===== src/rtl/credit_sender.sv =====
// credit_sender: transmit end of a credit-based link.
// Words from a valid/ready source are forwarded one cycle later on a
// registered, ready-less link. Each forwarded word spends one credit, and
// the receiver returns one credit for each word it drains.
module credit_sender #(
    parameter int DATA_WIDTH  = 32,
    parameter int MAX_CREDITS = 8,
    localparam int CNT_W      = $clog2(MAX_CREDITS + 1)
) (
    input  logic                  clk,
    input  logic                  rst_n,
    input  logic                  in_valid,
    output logic                  in_ready,
    input  logic [DATA_WIDTH-1:0] in_data,
    output logic                  tx_valid,
    output logic [DATA_WIDTH-1:0] tx_data,
    input  logic                  credit_return,
    output logic [CNT_W-1:0]      credits_avail,
    output logic                  idle,
    output logic                  credit_error
);

    localparam logic [CNT_W-1:0] MAX_CNT = CNT_W'(MAX_CREDITS);
    localparam logic [CNT_W-1:0] ONE_CNT = CNT_W'(1);

    logic [CNT_W-1:0] credits_q;
    logic [CNT_W-1:0] credits_d;
    logic             accept;
    logic             overflow;

    // Acceptance depends only on the registered count, so a credit returned
    // at zero credits enables acceptance only from the following cycle.
    assign in_ready      = (credits_q != '0);
    assign accept        = in_valid && in_ready;
    assign overflow      = credit_return && !accept && (credits_q == MAX_CNT);
    assign credits_avail = credits_q;
    assign idle          = (credits_q == MAX_CNT) && !tx_valid;

    // Next credit count: spend on accept, refund on return, saturate at max.
    always_comb begin
        // NOTE: default assigned first so every path drives credits_d; no latch is inferred.
        credits_d = credits_q;
        unique case ({accept, credit_return})
            2'b10:   credits_d = credits_q - ONE_CNT;
            2'b01:   credits_d = (credits_q == MAX_CNT) ? MAX_CNT : credits_q + ONE_CNT;
            default: credits_d = credits_q;
        endcase
    end

    // Credit counter and sticky overflow flag.
    always_ff @(posedge clk or negedge rst_n) begin
        if (!rst_n) begin
            credits_q    <= MAX_CNT;
            credit_error <= 1'b0;
        end else begin
            // NOTE: non-blocking assignments keep all registers updating from pre-edge values.
            credits_q <= credits_d;
            if (overflow) begin
                credit_error <= 1'b1;
            end
        end
    end

    // Link register: one valid pulse per accepted word; data holds otherwise.
    always_ff @(posedge clk or negedge rst_n) begin
        if (!rst_n) begin
            tx_valid <= 1'b0;
            tx_data  <= '0;
        end else begin
            tx_valid <= accept;
            if (accept) begin
                tx_data <= in_data;
            end
        end
    end

endmodule


===== config.mk =====
export PLATFORM = sky130hd
export DESIGN_NAME = credit_sender
export DESIGN_NICKNAME = d
export VERILOG_FILES = /design/src/rtl/credit_sender.sv
export SDC_FILE = /design/constraint.sdc
export NUM_CORES = 1
export LEC_CHECK = 0
export ABC_AREA = 1
export CORE_MARGIN = 2
export CORE_UTILIZATION = 44
export DETAILED_ROUTE_END_ITERATION = 8
export GPL_ROUTABILITY_DRIVEN = 1
export PLACE_DENSITY = 0.83
export SLEW_MARGIN = 0
export SYNTH_ARGS = -nofsm -noshare
export SYNTH_HDL_FRONTEND = slang
export SYNTH_SLANG_ARGS = --single-unit

===== constraint.sdc =====
create_clock -name clk -period 3.85 [get_ports clk]
set_input_delay 0.9625 -clock clk [delete_from_list [all_inputs] [get_ports clk]]
set_output_delay 0.9625 -clock clk [all_outputs]
set_load 0.02 [all_outputs]

==> results of run 1 <==
[layout make-up]
cell class,instances,share of cell area (%)
multi-input cells,132,24.48
clock buffers,7,3.035
repair buffers,75,29.65
well taps,48,2.388
clock inverters,1,1.194
flip-flops and latches,38,37.86
inverters,8,1.393
[cell usage in the layout, fill, tap and decap left out, types with 2 or more instances in the layout]
cell type	n
ha_1	5
dfrtp_1	37
nand2_2	9
clkdlybuf4s50_1	74
nand4_1	2
xor2_1	2
clkbuf_8	5
nor2_1	3
clkbuf_1	2
inv_2	2
o21ai_0	2
inv_1	5
nand3_1	7
a21oi_1	3
nand2_1	96
[worst register-to-register path, delay by kind of cell, from the launching register on]
family,cells,cell delay [ps]
buffers and inverters,2,300
adders and majority gates,2,630
DFF,1,420
AOI/OAI and AO/OA,1,80
and+or+nand+nor,3,510
[final timing paths]
check / end / slack, ps
max: idle / 920
min: credit_error / 480
max reg2reg: credits_avail[0] / 1820
min reg2reg: credit_error / 480
max in group asynchronous: tx_data[8] / 2560
min in group asynchronous: tx_data[4] / 760
[power by group]
group | switching [mW] | total, mW | leakage (nW) | internal [mW]
registers | 0.0967 | 0.624 | 0.457 | 0.527
logic | 0.421 | 0.775 | 0.719 | 0.353
clock network | 0.127 | 0.321 | 0.0524 | 0.194
total | 0.645 | 1.72 | 1.23 | 1.07
[flip-flops by register name, indices dropped and copies added, names as in the netlist]
signal and cells:
tx_valid 1, credit_error 1, tx_data 32, credits_avail 4
[metal layers]
| layer | GRT usage, % | part of all wire, % | vias to the layer above |
|---|---|---|---|
| met5 | 0 | 0 | - |
| met3 | 4.452 | 6.3 | 4 |
| met1 | 21.76 | 44 | 626 |
| met4 | 6.510 | 0.83 | 0 |
| met2 | 28.03 | 49 | 48 |
| li1 | - | - | 714 |
[cells in the mapped netlist, drive strengths merged]
cell   number
dfstp       1
nand2     106
ha          5
buf         7
dfrtp      37
a21oi       3
inv         8
xor2        2
nand3       8
nand4       2
o21ai       2
or2         1
nor2        3
[metrics by stage]
step	cells	cell area, µm²	setup WS (ps)	hold WS [ps]
after floorplan	185	1673	1613	528.0
after global placement	301	2409	1278	453.4
final	309	2515	918.6	480.3
after global routing	309	2515	763.5	506.7
after detailed placement	301	2409	1209	464.6
after CTS	309	2515	902.8	483.4
[logic make-up (layout without fill, tap and decap cells)]
group                      count (synthesis)  count (layout)
adders and majority gates                  5               5
AOI/OAI and AO/OA                          5               5
buffers and inverters                     15              91
and+or+nand+nor                          120             120
xor gates and xnor gates                   2               2
DFF                                       38              38
==> results.toml, run 1 <==
[status]
status = "complete, no violations"

[worst_setup_path]
max_stage_delay_ps = 610
timing.rr.start = "credits_avail[0]"
critical_path_peak_fanout = 6
reg2reg_depth = 8
cpLargestDelayFamily = "buffers and inverters"
cp_num_buf_inv = 2
crit_type = "reg -> out"
cp-start-kind = "flop"
critical_path_required_ps = 2890
cp_slowest_cell = "clkdlybuf4s50_1"
crit_arrival_ps = 1970
critPathLaunch = "credits_avail[0]"
cp.depth = 5
cp-end-kind = "output port"
path_cells = "inv_1 -> ha_1 -> nand3_1 -> nor2_1 -> clkdlybuf4s50_1"

[drt]
post-route-drc-count = 0
drt_iter0_markers = 95
vias = 1392
drt_pass1_iterations = 4
via_per_inst = 4.505
ant_nets = 0
drt-wirelength-per-cell_um = 11.28
wirelength_mm = 3.484

[cells_and_area]
nets = 301
regArea_um2 = 952.2
multiInputGateArea_um2 = 615.6
area_growth_syn_to_layout_pct = 50.34
finish.utilization_pct = 68.69
drive_gt1_share_pct = 8.812
fillers = 309
n_antenna_cell = 0

[synth]
synth_xor_area_share_pct = 1.047
ys_ff_latch = 38
synth_nets = 226
seq_area_frac_synth_pct = 56.92
synth_top_area_cell = "dfrtp_1"
netlist_area_um2 = 1673
postSynthAreaPerCell_um2 = 9.042
synth_top_family_by_area = "simple AND/OR/NAND/NOR gates"
synth_top_area_share_pct = 55.35
synth_compound_area_share_pct = 1.496
synthCells = 185
synthTopCellsByArea = "dfrtp_1 (55%), nand2_1 (22%), ha_1 (3.7%)"
ys_warn_count = 0
synth.distinct_cells = 21
muxShareOfSynthArea_pct = 0
yosys.area_share.simple_pct = 30.52
synthAdderAreaFrac_pct = 3.740

[floorplan]
dieArea_um2 = 4311
die_x_um = 65.66
num_rows = 22
boundaryPins = 76
die_h_um = 65.66
start_util_pct = 45.69
core-area_um2 = 3661

[sta]
worst_pin_slew_ps = 801.3
fin_tns_setup_ps = 0
post-route-min-period_ps = 2931
fin_skew_ps = 9.479
rsz0062_at_grt = "no"
setup_viol = 0
relSlewSlack_pct = 46.58
period_share_pct = 76.14
fmax_ghz = 0.3411
slew_violations = 0
hold_viol_final = 0

[place]
hpwl_mm = 2.499
routabilityCongestion = 0.7905
portBuffers = 75

[hold_path]
min_path_cells = 2
min-delay-path-class = "reg -> reg"
min-delay-start = "credit_error"

[pwr]
power_mw = 1.720
irDropWorstVdd_uv = 380.8
power_leakage_nw = 1.228
powerDensity_nw_per_um2 = 683.8

[cts]
cts.sinks = 38
cts_buffer_depth = 2
cts-resized-gates = 0
htreeDepth = 2
cts_buffers = 5
clock_latency_ps = 280
cts_tree = "built"
postCtsHoldBufs = 0
clk_pin_slew_ps = 60
cts_root_buf = "clkbuf_8"
postCtsSetupRepairBufs = 0

[global_routing]
grt_pass1_wl_mm = 5.678
track_usage_pct = 17.14
first_global_vias = 1298
grt_overflow_total = 0
antenna_found_initial = 0
grt_max_degree = 39

[run]
cap_violations = 0
Note: power is estimated with default switching activity, not from simulation.
==> run 2, diff against run 1 <==
- CORE_UTILIZATION: 44 -> 41
- PLACE_DENSITY: 0.83 -> 0.78
- clock period: 3.85 -> 2.7 ns (I/O delays scaled with it)
==> run 2 against run 1 <==
  * Final cell count up 0.97%
  * Non-clock buffer count up 1
  * Hold slack worse by 13 ps
  * Wire length grew 3.0%
  * Register-to-register slack lost 1000 ps
  * Clock power is 13% higher
  * Critical path depth decreased by 1
  * Largest cell class unchanged
  * Largest power group unchanged
  * Highest routed layer unchanged
==> results.toml, run 2 (synthesis gave the netlist of run 1 again) <==
[floorplan]
core-area_um2 = 3971
num_rows = 23
start_util_pct = 42.12
die_x_um = 67.88
boundaryPins = 76
dieArea_um2 = 4607
die_h_um = 67.88

[worst_setup_path]
critical_path_required_ps = 2030
cp-end-kind = "output port"
cp_slowest_cell = "clkdlybuf4s50_1"
crit_arrival_ps = 1750
path_cells = "inv_1 -> ha_2 -> nand3_4 -> clkdlybuf4s50_1"
max_stage_delay_ps = 600
cp_num_buf_inv = 2
critical_path_peak_fanout = 7
cp-start-kind = "flop"
crit_type = "reg -> out"
cpLargestDelayFamily = "buffers and inverters"

[pwr]
power_leakage_nw = 1.237
irDropWorstVdd_uv = 480.4
powerDensity_nw_per_um2 = 941.2

[sta]
worst_pin_slew_ps = 819.7
fin_tns_setup_ps = 0
setup_ws_ps = 278.4
relSlewSlack_pct = 45.35
fmax_ghz = 0.4130
fin_skew_ps = 2.280
post-route-min-period_ps = 2422
slew_violations = 0
rsz0062_at_grt = "no"
period_share_pct = 89.69
setup_viol = 0
hold_viol_final = 0

[cts]
clk_pin_slew_ps = 70
cts_tree = "built"
cts_buffers = 5
cts.sinks = 38
cts_root_buf = "clkbuf_8"
clock_latency_ps = 270
htreeDepth = 2
postCtsHoldBufs = 0
cts_buffer_depth = 2

[global_routing]
grt_pass1_wl_mm = 5.816
track_usage_pct = 16.94
first_global_vias = 1268
antenna_found_initial = 0
grt_max_degree = 39
grt_overflow_total = 0

[status]
status = "complete, no violations"

[cells_and_area]
layout_common_cells = "nand2_1 (96), clkdlybuf4s50_1 (73), dfrtp_1 (37), nand2_2 (9), nand3_1 (7)"
regMostFlops = "tx_data"
regArea_um2 = 952.2
drive_gt1_share_pct = 9.160
multiInputGateArea_um2 = 618.1
n_antenna_cell = 0
nets = 302
area_growth_syn_to_layout_pct = 49.66
largest_reg_flops = 32
mostFrequentLayoutCell = "nand2_1"
fillers = 355

[place]
dpl_worst_slack_ps = 352.5
portBuffers = 75
routabilityCongestion = 0.7885
hpwl_mm = 2.544

[drt]
via_per_inst = 4.510
dr_wl_met2_mm = 1.720
drt_iter0_markers = 102
drt-wirelength-per-cell_um = 11.50
drt_pass1_iterations = 4
wl_met3_um = 238
wirelength_mm = 3.587
post-route-drc-count = 0
routed.top_layer = "met4"
vias = 1407
drt-met1-wl_mm = 1.600
ant_nets = 0

[hold_path]
min-delay-path-class = "reg -> reg"

[run]
cap_violations = 0
[run 2: changes by cell type in the layout (fill, tap and decap cells not counted), sizes merged]
cell,change
dlymetal6s2s,+1
clkdlybuf4s50,-1
buf,+1
clkbuf,+1
bufinv,-1
[run 2: power breakdown]
group	switching, mW	leakage [nW]	internal [mW]	total (mW)
combinational	0.599	0.740	0.511	1.11
sequential	0.133	0.457	0.752	0.885
clock	0.178	0.0395	0.183	0.362
total	0.910	1.24	1.45	2.36
[run 2: worst paths after layout]
path | startpoint | endpoint | slack, ps | cells after the start
hold reg to reg | credit_error | credit_error | 470 | 2
max in group asynchronous | rst_n | tx_data[25] | 1690 | 1
hold / removal | credit_error | credit_error | 470 | 2
setup / recovery | credits_avail[1] | in_ready | 280 | 4
min in group asynchronous | rst_n | tx_data[4] | 490 | 1
setup reg to reg | credits_avail[0] | credits_avail[2] | 800 | 8
[run 2: layout make-up]
cell class | instances | share of cell area [%]
inverter | 8 | 1.399
sequential | 38 | 38.03
tap | 50 | 2.499
multi-input combinational | 132 | 24.69
clock buffer | 8 | 3.198
timing repair buffer | 76 | 30.18
[run 2: timing repair]
item                       CTS  global route
gates resized for setup      0             2
buffers inserted             0             0
setup endpoints to repair    0             1
[run 2: layer usage]
metal | up-vias | global-route usage, %
li1 | 720 | -
met1 | 635 | 23.42
met2 | 47 | 25.98
met3 | 5 | 4.276
met4 | 0 | 6.000
met5 | - | 0
[run 2: worst reg2reg max path, cell delays in order (launching register included)]
cell	delay (ps)
dfrtp_1	420
inv_1	170
ha_2	240
nand3_4	90
nand2_4	240
ha_1	350
a21oi_1	70
a21oi_1	140
a21oi_1	70
[run 2: per-stage QoR]
| step | hold slack, ps | power (mW) | instances | cell area, µm² | utilization [%] |
|---|---|---|---|---|---|
| global placement | 454.4 | 1.991 | 304 | 2419 | 60.90 |
| detailed placement | 450.1 | 2.011 | 304 | 2419 | 60.90 |
| global route | 493.7 | 2.531 | 312 | 2504 | 63.04 |
| CTS | 468.9 | 2.386 | 312 | 2499 | 62.92 |
| finish | 466.8 | 2.356 | 312 | 2504 | 63.04 |
| floorplan | 379.4 | 1.527 | 185 | 1673 | - |
